===== src/rtl/sd_pkg.sv =====
// Shared constants and types for the SD block-read arbiter.
package sd_pkg;

  localparam logic [2:0] StIdle = 3'd0;
  localparam logic [2:0] StArb  = 3'd1;
  localparam logic [2:0] StCmd  = 3'd2;
  localparam logic [2:0] StResp = 3'd3;
  localparam logic [2:0] StData = 3'd4;
  localparam logic [2:0] StDone = 3'd5;

  typedef enum logic [1:0] {
    ErrOk    = 2'd0,
    ErrR1    = 2'd1,
    ErrRetry = 2'd2,
    ErrRange = 2'd3
  } done_err_e;

  localparam logic [5:0]  Cmd17Index = 6'd17;
  localparam int unsigned BlockBytes = 512;

  // SDSC cards take a byte address, SDHC/SDXC a block number.
  function automatic logic [31:0] lba_to_arg(input logic [31:0] lba, input logic sdhc);
    return sdhc ? lba : {lba[22:0], 9'd0};
  endfunction

endpackage


===== src/rtl/rr_arbiter.sv =====
// Round-robin picker: first requester at or after the pointer, pointer moves past the winner.
module rr_arbiter #(
  parameter int unsigned NumReq = 4,
  localparam int unsigned IdW = $clog2(NumReq)
) (
  input  logic              clk_i,
  input  logic              rst_ni,
  input  logic [NumReq-1:0] req_i,
  input  logic              advance_i,
  output logic [NumReq-1:0] grant_o,
  output logic [IdW-1:0]    grant_id_o,
  output logic              any_o
);

  logic [IdW-1:0] ptr_q, ptr_d;

  always_comb begin
    int unsigned idx;
    idx        = 0;
    grant_o    = '0;
    grant_id_o = '0;
    any_o      = 1'b0;
    for (int unsigned i = 0; i < NumReq; i++) begin
      idx = (32'(ptr_q) + i) % NumReq;
      if (!any_o && req_i[idx]) begin
        any_o        = 1'b1;
        grant_o[idx] = 1'b1;
        grant_id_o   = IdW'(idx);
      end
    end
  end

  always_comb begin
    ptr_d = ptr_q;
    if (advance_i && any_o) begin
      ptr_d = (grant_id_o == IdW'(NumReq - 1)) ? '0 : grant_id_o + IdW'(1);
    end
  end

  always_ff @(posedge clk_i or negedge rst_ni) begin
    if (!rst_ni) begin
      ptr_q <= '0;
    end else begin
      ptr_q <= ptr_d;
    end
  end

endmodule


===== src/rtl/sd_read_arbiter.sv =====
// Shares the SPI-mode SD command/data engine between NUM_REQ block readers, one CMD17
// per grant, with retry on response/token timeout or CRC failure.
module sd_read_arbiter
  import sd_pkg::*;
#(
  parameter int unsigned NUM_REQ       = 4,
  parameter int unsigned MAX_RETRY     = 3,
  parameter int unsigned TOKEN_TIMEOUT = 100000
) (
  input  logic                       clk,
  input  logic                       rst_n,
  input  logic [NUM_REQ-1:0]         req_valid,
  input  logic [NUM_REQ*32-1:0]      req_lba,
  output logic [NUM_REQ-1:0]         req_ready,
  input  logic                       card_ready,
  input  logic                       card_sdhc,
  output logic                       eng_cmd_valid,
  input  logic                       eng_cmd_ready,
  output logic [5:0]                 eng_cmd_index,
  output logic [31:0]                eng_cmd_arg,
  input  logic                       eng_resp_valid,
  input  logic [7:0]                 eng_resp_r1,
  input  logic                       eng_resp_timeout,
  input  logic                       eng_data_valid,
  input  logic [7:0]                 eng_data,
  input  logic                       eng_data_last,
  input  logic                       eng_data_crc_ok,
  output logic                       out_valid,
  output logic [7:0]                 out_data,
  output logic [$clog2(NUM_REQ)-1:0] out_id,
  output logic                       out_last,
  output logic                       done_valid,
  output logic [$clog2(NUM_REQ)-1:0] done_id,
  output logic [1:0]                 done_err
);

  localparam int unsigned IdW    = $clog2(NUM_REQ);
  localparam int unsigned RetryW = $clog2(MAX_RETRY + 2);
  localparam int unsigned TmoW   = $clog2(TOKEN_TIMEOUT + 1);

  logic [2:0]        state_q, state_d;
  logic [IdW-1:0]    id_q, id_d;
  logic [31:0]       arg_q, arg_d;
  logic [1:0]        err_q, err_d;
  logic [RetryW-1:0] retry_q, retry_d;
  logic [TmoW-1:0]   tmo_q, tmo_d;
  logic [9:0]        cnt_q, cnt_d;

  logic              out_valid_q, out_last_q;
  logic [7:0]        out_data_q;
  logic [IdW-1:0]    out_id_q;

  logic [NUM_REQ-1:0] grant;
  logic [IdW-1:0]     grant_id;
  logic               grant_any;
  logic               advance;
  logic               retry_evt;
  logic [31:0]        lba_sel;

  rr_arbiter #(
    .NumReq (NUM_REQ)
  ) u_rr (
    .clk_i      (clk),
    .rst_ni     (rst_n),
    .req_i      (req_valid),
    .advance_i  (advance),
    .grant_o    (grant),
    .grant_id_o (grant_id),
    .any_o      (grant_any)
  );

  assign lba_sel = req_lba[{grant_id, 5'd0} +: 32];

  always_comb begin
    state_d   = state_q;
    id_d      = id_q;
    arg_d     = arg_q;
    err_d     = err_q;
    retry_d   = retry_q;
    tmo_d     = tmo_q;
    cnt_d     = cnt_q;
    advance   = 1'b0;
    retry_evt = 1'b0;

    case (state_q)
      StIdle: begin
        if (card_ready && |req_valid) state_d = StArb;
      end
      StArb: begin
        if (grant_any) begin
          advance = 1'b1;
          id_d    = grant_id;
          if (!card_sdhc && (lba_sel[31:23] != '0)) begin
            err_d   = ErrRange;
            state_d = StDone;
          end else begin
            arg_d   = lba_to_arg(lba_sel, card_sdhc);
            err_d   = ErrOk;
            state_d = StCmd;
          end
        end else begin
          // Every requester withdrew between IDLE and ARB.
          state_d = StIdle;
        end
      end
      StCmd: begin
        cnt_d = '0;
        if (eng_cmd_ready) state_d = StResp;
      end
      StResp: begin
        if (eng_resp_valid) begin
          if (eng_resp_timeout) begin
            retry_evt = 1'b1;
          end else if (eng_resp_r1 != 8'h00) begin
            err_d   = ErrR1;
            state_d = StDone;
          end else begin
            tmo_d   = '0;
            state_d = StData;
          end
        end
      end
      StData: begin
        if (eng_data_valid) begin
          cnt_d = cnt_q + 10'd1;
          if (eng_data_last) begin
            if ((cnt_q == 10'(BlockBytes - 1)) && eng_data_crc_ok) begin
              err_d   = ErrOk;
              state_d = StDone;
            end else begin
              retry_evt = 1'b1;
            end
          end
        end else if (cnt_q == '0) begin
          // Waiting for the start token: the budget only covers the gap to the first byte.
          if (tmo_q >= TmoW'(TOKEN_TIMEOUT - 1)) retry_evt = 1'b1;
          else tmo_d = tmo_q + TmoW'(1);
        end
      end
      StDone: begin
        retry_d = '0;
        state_d = StIdle;
      end
      default: state_d = StIdle;
    endcase

    if (retry_evt) begin
      if (retry_q < RetryW'(MAX_RETRY)) begin
        retry_d = retry_q + RetryW'(1);
        state_d = StCmd;
      end else begin
        err_d   = ErrRetry;
        state_d = StDone;
      end
    end
  end

  always_ff @(posedge clk or negedge rst_n) begin
    if (!rst_n) begin
      state_q <= StIdle;
      id_q    <= '0;
      arg_q   <= '0;
      err_q   <= '0;
      retry_q <= '0;
      tmo_q   <= '0;
      cnt_q   <= '0;
    end else begin
      state_q <= state_d;
      id_q    <= id_d;
      arg_q   <= arg_d;
      err_q   <= err_d;
      retry_q <= retry_d;
      tmo_q   <= tmo_d;
      cnt_q   <= cnt_d;
    end
  end

  // One registered stage on the byte stream: fixed 1-clk latency.
  always_ff @(posedge clk or negedge rst_n) begin
    if (!rst_n) begin
      out_valid_q <= 1'b0;
      out_data_q  <= '0;
      out_id_q    <= '0;
      out_last_q  <= 1'b0;
    end else begin
      out_valid_q <= (state_q == StData) && eng_data_valid;
      out_data_q  <= eng_data;
      out_id_q    <= id_q;
      out_last_q  <= (state_q == StData) && eng_data_valid &&
                     (cnt_q == 10'(BlockBytes - 1));
    end
  end

  assign req_ready     = (state_q == StArb) ? grant : '0;
  assign eng_cmd_valid = (state_q == StCmd);
  assign eng_cmd_index = eng_cmd_valid ? Cmd17Index : '0;
  assign eng_cmd_arg   = arg_q;

  assign out_valid = out_valid_q;
  assign out_data  = out_data_q;
  assign out_id    = out_id_q;
  assign out_last  = out_last_q;

  assign done_valid = (state_q == StDone);
  assign done_id    = done_valid ? id_q : '0;
  assign done_err   = done_valid ? err_q : '0;

endmodule


===== config.mk =====
export PLATFORM = sky130hd
export DESIGN_NAME = sd_read_arbiter
export DESIGN_NICKNAME = d
export VERILOG_FILES = /design/src/rtl/sd_pkg.sv /design/src/rtl/rr_arbiter.sv /design/src/rtl/sd_read_arbiter.sv
export SDC_FILE = /design/constraint.sdc
export NUM_CORES = 1
export LEC_CHECK = 0
export BUFFER_PORTS_ARGS = -buffer_cell sky130_fd_sc_hd__buf_2
export CAP_MARGIN = 5
export CORE_ASPECT_RATIO = 0.6
export CORE_MARGIN = 2
export CORE_UTILIZATION = 45
export CTS_BUF_LIST = sky130_fd_sc_hd__clkbuf_2 sky130_fd_sc_hd__clkbuf_4 sky130_fd_sc_hd__clkbuf_8
export DETAILED_ROUTE_END_ITERATION = 10
export PLACE_DENSITY_LB_ADDON = 0.05
export SYNTH_ARGS = -nofsm -noshare
export SYNTH_HDL_FRONTEND = slang
export SYNTH_SLANG_ARGS = --single-unit

===== constraint.sdc =====
create_clock -name clk -period 4.47 [get_ports clk]
set_input_delay 0.894 -clock clk [delete_from_list [all_inputs] [get_ports clk]]
set_output_delay 0.894 -clock clk [all_outputs]
set_load 0.1 [all_outputs]

==> out/summary.json <==
{
  "netlist_instances": 692,
  "route.final.wire_length_um": 17800,
  "grt_start_max_net_pins": 49,
  "synth.avg_cell_area_um2": 8.37,
  "outcome": "finished, final reports clean",
  "timing.hold.worst_endpoint": "out_id[1]",
  "finalClockSkew_ns": 0.00939,
  "clock_sinks": 83,
  "critPathRequiredTime_ns": 3.58,
  "slew_viol_final": 0,
  "crit_path_end_kind": "output pin",
  "portBuffers": 213,
  "fin_nets": 1050,
  "number_of_flops_mapped_to_enable_cells_by_yosys": 0,
  "layout_setup_ws_ns": 0.197,
  "p_leak_uw": 0.00342,
  "resize_count_post_cts": 0,
  "finalWorstPathRequiredPeriod_ns": 4.27,
  "dieHeight_um": 91.9,
  "netlist_area_um2": 5790,
  "area_delta_synth_final_pct": 23.3,
  "vdd_ir_drop_max_mv": 0.380,
  "rsz0062_at_grt": "no",
  "p_per_area_nw_per_um2": 775,
  "grt_overflow": 0,
  "core_area_um2": 12700,
  "worst_slew_pin_slew_ns": 1.01,
  "regToRegStartpoint": "u_rr.ptr_q[1]",
  "initial_utilization_pct": 45.7,
  "cp_cell_sequence": "inv_1, ha_1, mux4_2, a21oi_1, a22oi_1, a2bb2oi_1, a21oi_2, buf_2",
  "synth_flop_cell": "sky130_fd_sc_hd__dfrtp_1",
  "worstHoldPathType": "reg -> reg",
  "place.detailed.hpwl_um": 13800,
  "setup.worst_path.class": "reg -> out",
  "floorplan.io_pins": 218,
  "die-area_um2": 13800,
  "fp.dieW_um": 150,
  "r2r_slack_ns": 0.92,
  "synth_cell_types": 75,
  "row_count": 32,
  "final_antenna_net_count": 0,
  "whs_path_depth": 0,
  "clock_input_transition_at_the_sequential_cells_of_the_worst_setup_and_hold_paths_ns": 0.09,
  "yosysSeqAreaShare_pct": 35.8,
  "worst_path_dominant_cell_family": "compound AO/OA/AOI/OAI gates",
  "yosysWarningCount": 0,
  "post_route_cells_drive_above_1_share_pct": 31.2,
  "dr.pass1.iters": 4,
  "finalCritPeriodShare_pct": 95.6,
  "slowest_delay_ns": 0.57,
  "timing.rr.end": "eng_cmd_arg[26]",
  "rr_worst_depth": 9,
  "cts_setup_buffers": 0,
  "timing.critical_path.slowest_stage_cell": "sky130_fd_sc_hd__dfrtp_1",
  "drc_violation_count_after_routing": 0,
  "cts-htree-levels": 3,
  "clock_tree.root_cell": "sky130_fd_sc_hd__clkbuf_8",
  "grt_pass1_vias": 5462,
  "crit_buf_inv": 2,
  "globalRouteTotalUtil_pct": 25.3,
  "setup_violations": 0,
  "num_antenna_cells": 0,
  "post_cts_hold_buffer_count": 0,
  "dpl_worst_slack_ns": 0.669,
  "layout_filler_cell_count": 1191,
  "synth-async-reset-ratio_pct": 100,
  "worst_hold_startpoint": "id_q[1]",
  "setup_total_negative_slack_ns": 0,
  "initialDrtViolationCount": 355,
  "drv_cap": 0,
  "cts_tree": "done",
  "initial_antenna_violation_count": 0,
  "tritoncts.num_buffers": 9,
  "cts_max_path_buffers": 2,
  "ys_ff_latch": 83,
  "num_vias": 5995,
  "critical_path.startpoint_type": "flip-flop",
  "worstPathMaxFanout": 11,
  "global_route_wire_length_before_repair_um": 27500,
  "slew_headroom_pct": 32.7,
  "vias_per_cell": 5.69,
  "gp_congestion": 0.863,
  "wl_per_cell_um": 16.9,
  "fmax_ghz": 0.234,
  "worstPathArrival_ns": 3.38,
  "clk_latency_ns": 0.37,
  "count_of_endpoints_failing_hold_in_the_final_timing_report": 0
}
## how the worst max path moves through the flow
stage | end | depth (start not counted) | from | slack (ns)
finish | req_ready[2] | 8 | u_rr.ptr_q[1] | 0.20
global route | req_ready[2] | 8 | u_rr.ptr_q[1] | 0.06
CTS | req_ready[2] | 8 | u_rr.ptr_q[1] | 0.23
global placement | req_ready[2] | 8 | u_rr.ptr_q[1] | 0.79
floorplan | req_ready[0] | 10 | u_rr.ptr_q[0] | 0.46
detailed placement | req_ready[2] | 8 | u_rr.ptr_q[1] | 0.67
## cell usage after synthesis (7+ instances only)
library cell	instances	area, um^2
sky130_fd_sc_hd__nand2b_1	7	43.8
sky130_fd_sc_hd__and3_1	30	188
sky130_fd_sc_hd__nand2_1	88	330
sky130_fd_sc_hd__xnor2_1	9	78.8
sky130_fd_sc_hd__o21ai_0	20	100
sky130_fd_sc_hd__o221a_2	9	101
sky130_fd_sc_hd__buf_4	7	52.6
sky130_fd_sc_hd__dfrtp_1	83	2080
sky130_fd_sc_hd__nor3_1	15	75.1
sky130_fd_sc_hd__o22ai_1	11	68.8
sky130_fd_sc_hd__mux2i_1	16	160
sky130_fd_sc_hd__nor4_1	19	119
sky130_fd_sc_hd__ha_1	13	163
sky130_fd_sc_hd__o2111ai_1	10	87.6
sky130_fd_sc_hd__nor2_1	50	188
sky130_fd_sc_hd__nand3_1	31	155
sky130_fd_sc_hd__and2_1	12	75.1
sky130_fd_sc_hd__or3_1	16	100
sky130_fd_sc_hd__a21oi_1	54	270
sky130_fd_sc_hd__clkbuf_1	18	67.6
sky130_fd_sc_hd__a211oi_1	10	75.1
sky130_fd_sc_hd__buf_2	19	95.1
sky130_fd_sc_hd__o2bb2ai_1	11	96.3
sky130_fd_sc_hd__a311oi_1	9	78.8
sky130_fd_sc_hd__inv_1	23	86.3
## cell families after synthesis
| kind of cell | after synthesis | synth area share (%) |
|---|---|---|
| AO/OA/AOI/OAI | 191 | 23.2 |
| XOR/XNOR | 14 | 2.12 |
| adder cells (fa/ha/maj) | 13 | 2.81 |
| buffers and inverters | 76 | 6.56 |
| flip-flops | 83 | 35.8 |
| multiplexers | 18 | 3.41 |
| other | 1 | 0.0647 |
| AND/OR/NAND/NOR | 296 | 26.0 |
## worst register-to-register path, stage by stage, from the launching register on
cell	delay, ns
sky130_fd_sc_hd__dfrtp_1	0.57
sky130_fd_sc_hd__inv_1	0.25
sky130_fd_sc_hd__ha_1	0.46
sky130_fd_sc_hd__o32a_1	0.43
sky130_fd_sc_hd__o21ai_4	0.14
sky130_fd_sc_hd__inv_2	0.10
sky130_fd_sc_hd__mux2i_1	0.15
sky130_fd_sc_hd__mux2i_2	0.44
sky130_fd_sc_hd__nand2b_1	0.64
sky130_fd_sc_hd__o221a_2	0.32
## state kept, by name (all words and copies together), names as in the netlist
signal / cells
cnt_q: 10
out_id: 2
eng_cmd_arg: 32
err_q: 2
state_q: 3
id_q: 2
out_data: 8
tmo_q: 17
retry_q: 3
out_valid: 1
u_rr.ptr_q: 2
out_last: 1
## placed cells by master (no fill, tap or decap), types with 10 or more instances in the layout
cell,Yosys,routed
sky130_fd_sc_hd__nand2_1,88,88
sky130_fd_sc_hd__inv_1,23,23
sky130_fd_sc_hd__or3_1,16,16
sky130_fd_sc_hd__nor3_1,15,15
sky130_fd_sc_hd__and2_1,12,12
sky130_fd_sc_hd__and3_1,30,30
sky130_fd_sc_hd__mux2i_1,16,15
sky130_fd_sc_hd__nand3_1,31,31
sky130_fd_sc_hd__o21ai_0,20,20
sky130_fd_sc_hd__ha_1,13,13
sky130_fd_sc_hd__o22ai_1,11,11
sky130_fd_sc_hd__a21oi_1,54,50
sky130_fd_sc_hd__a211oi_1,10,10
sky130_fd_sc_hd__buf_2,19,212
sky130_fd_sc_hd__o2111ai_1,10,10
sky130_fd_sc_hd__o2bb2ai_1,11,11
sky130_fd_sc_hd__nor4_1,19,19
sky130_fd_sc_hd__nor2_1,50,50
sky130_fd_sc_hd__buf_4,7,13
sky130_fd_sc_hd__dfrtp_1,83,83
## area by class of cell
type,instances,area (um^2),share of cell area (%)
clock buffers,10,131,1.84
clock inverters,6,87.6,1.23
inverters,24,90.1,1.26
multi-input cells,536,3390,47.4
flip-flops and latches,83,2080,29.1
well taps,170,213,2.98
repair buffers,225,1160,16.2
## power by group
group | internal (uW) | switching [uW]
Combinational | 1020 | 2750
Clock | 322 | 289
Sequential | 964 | 190
## metrics by stage
stage	cell area, um^2	instances	utilization, %	total power [uW]	hold slack (ns)
after floorplan	5820	695	-	4170	0.366
after global placement	6920	1038	54.6	4860	0.383
after detailed placement	6920	1038	54.6	4910	0.388
after CTS	7140	1054	56.3	5540	0.410
after global routing	7140	1054	56.3	5890	0.419
final	7140	1054	56.3	5540	0.404
## per-layer routing
metal | part of all wire, % | vias to the layer above | GRT usage (%)
met2 | 42 | 220 | 35.8
met1 | 48 | 2854 | 38.4
met4 | 1.0 | 0 | 5.27
met5 | 0 | - | 0
met3 | 8.2 | 14 | 6.92
li1 | - | 2907 | -
Power figures use the tool's default switching activity.
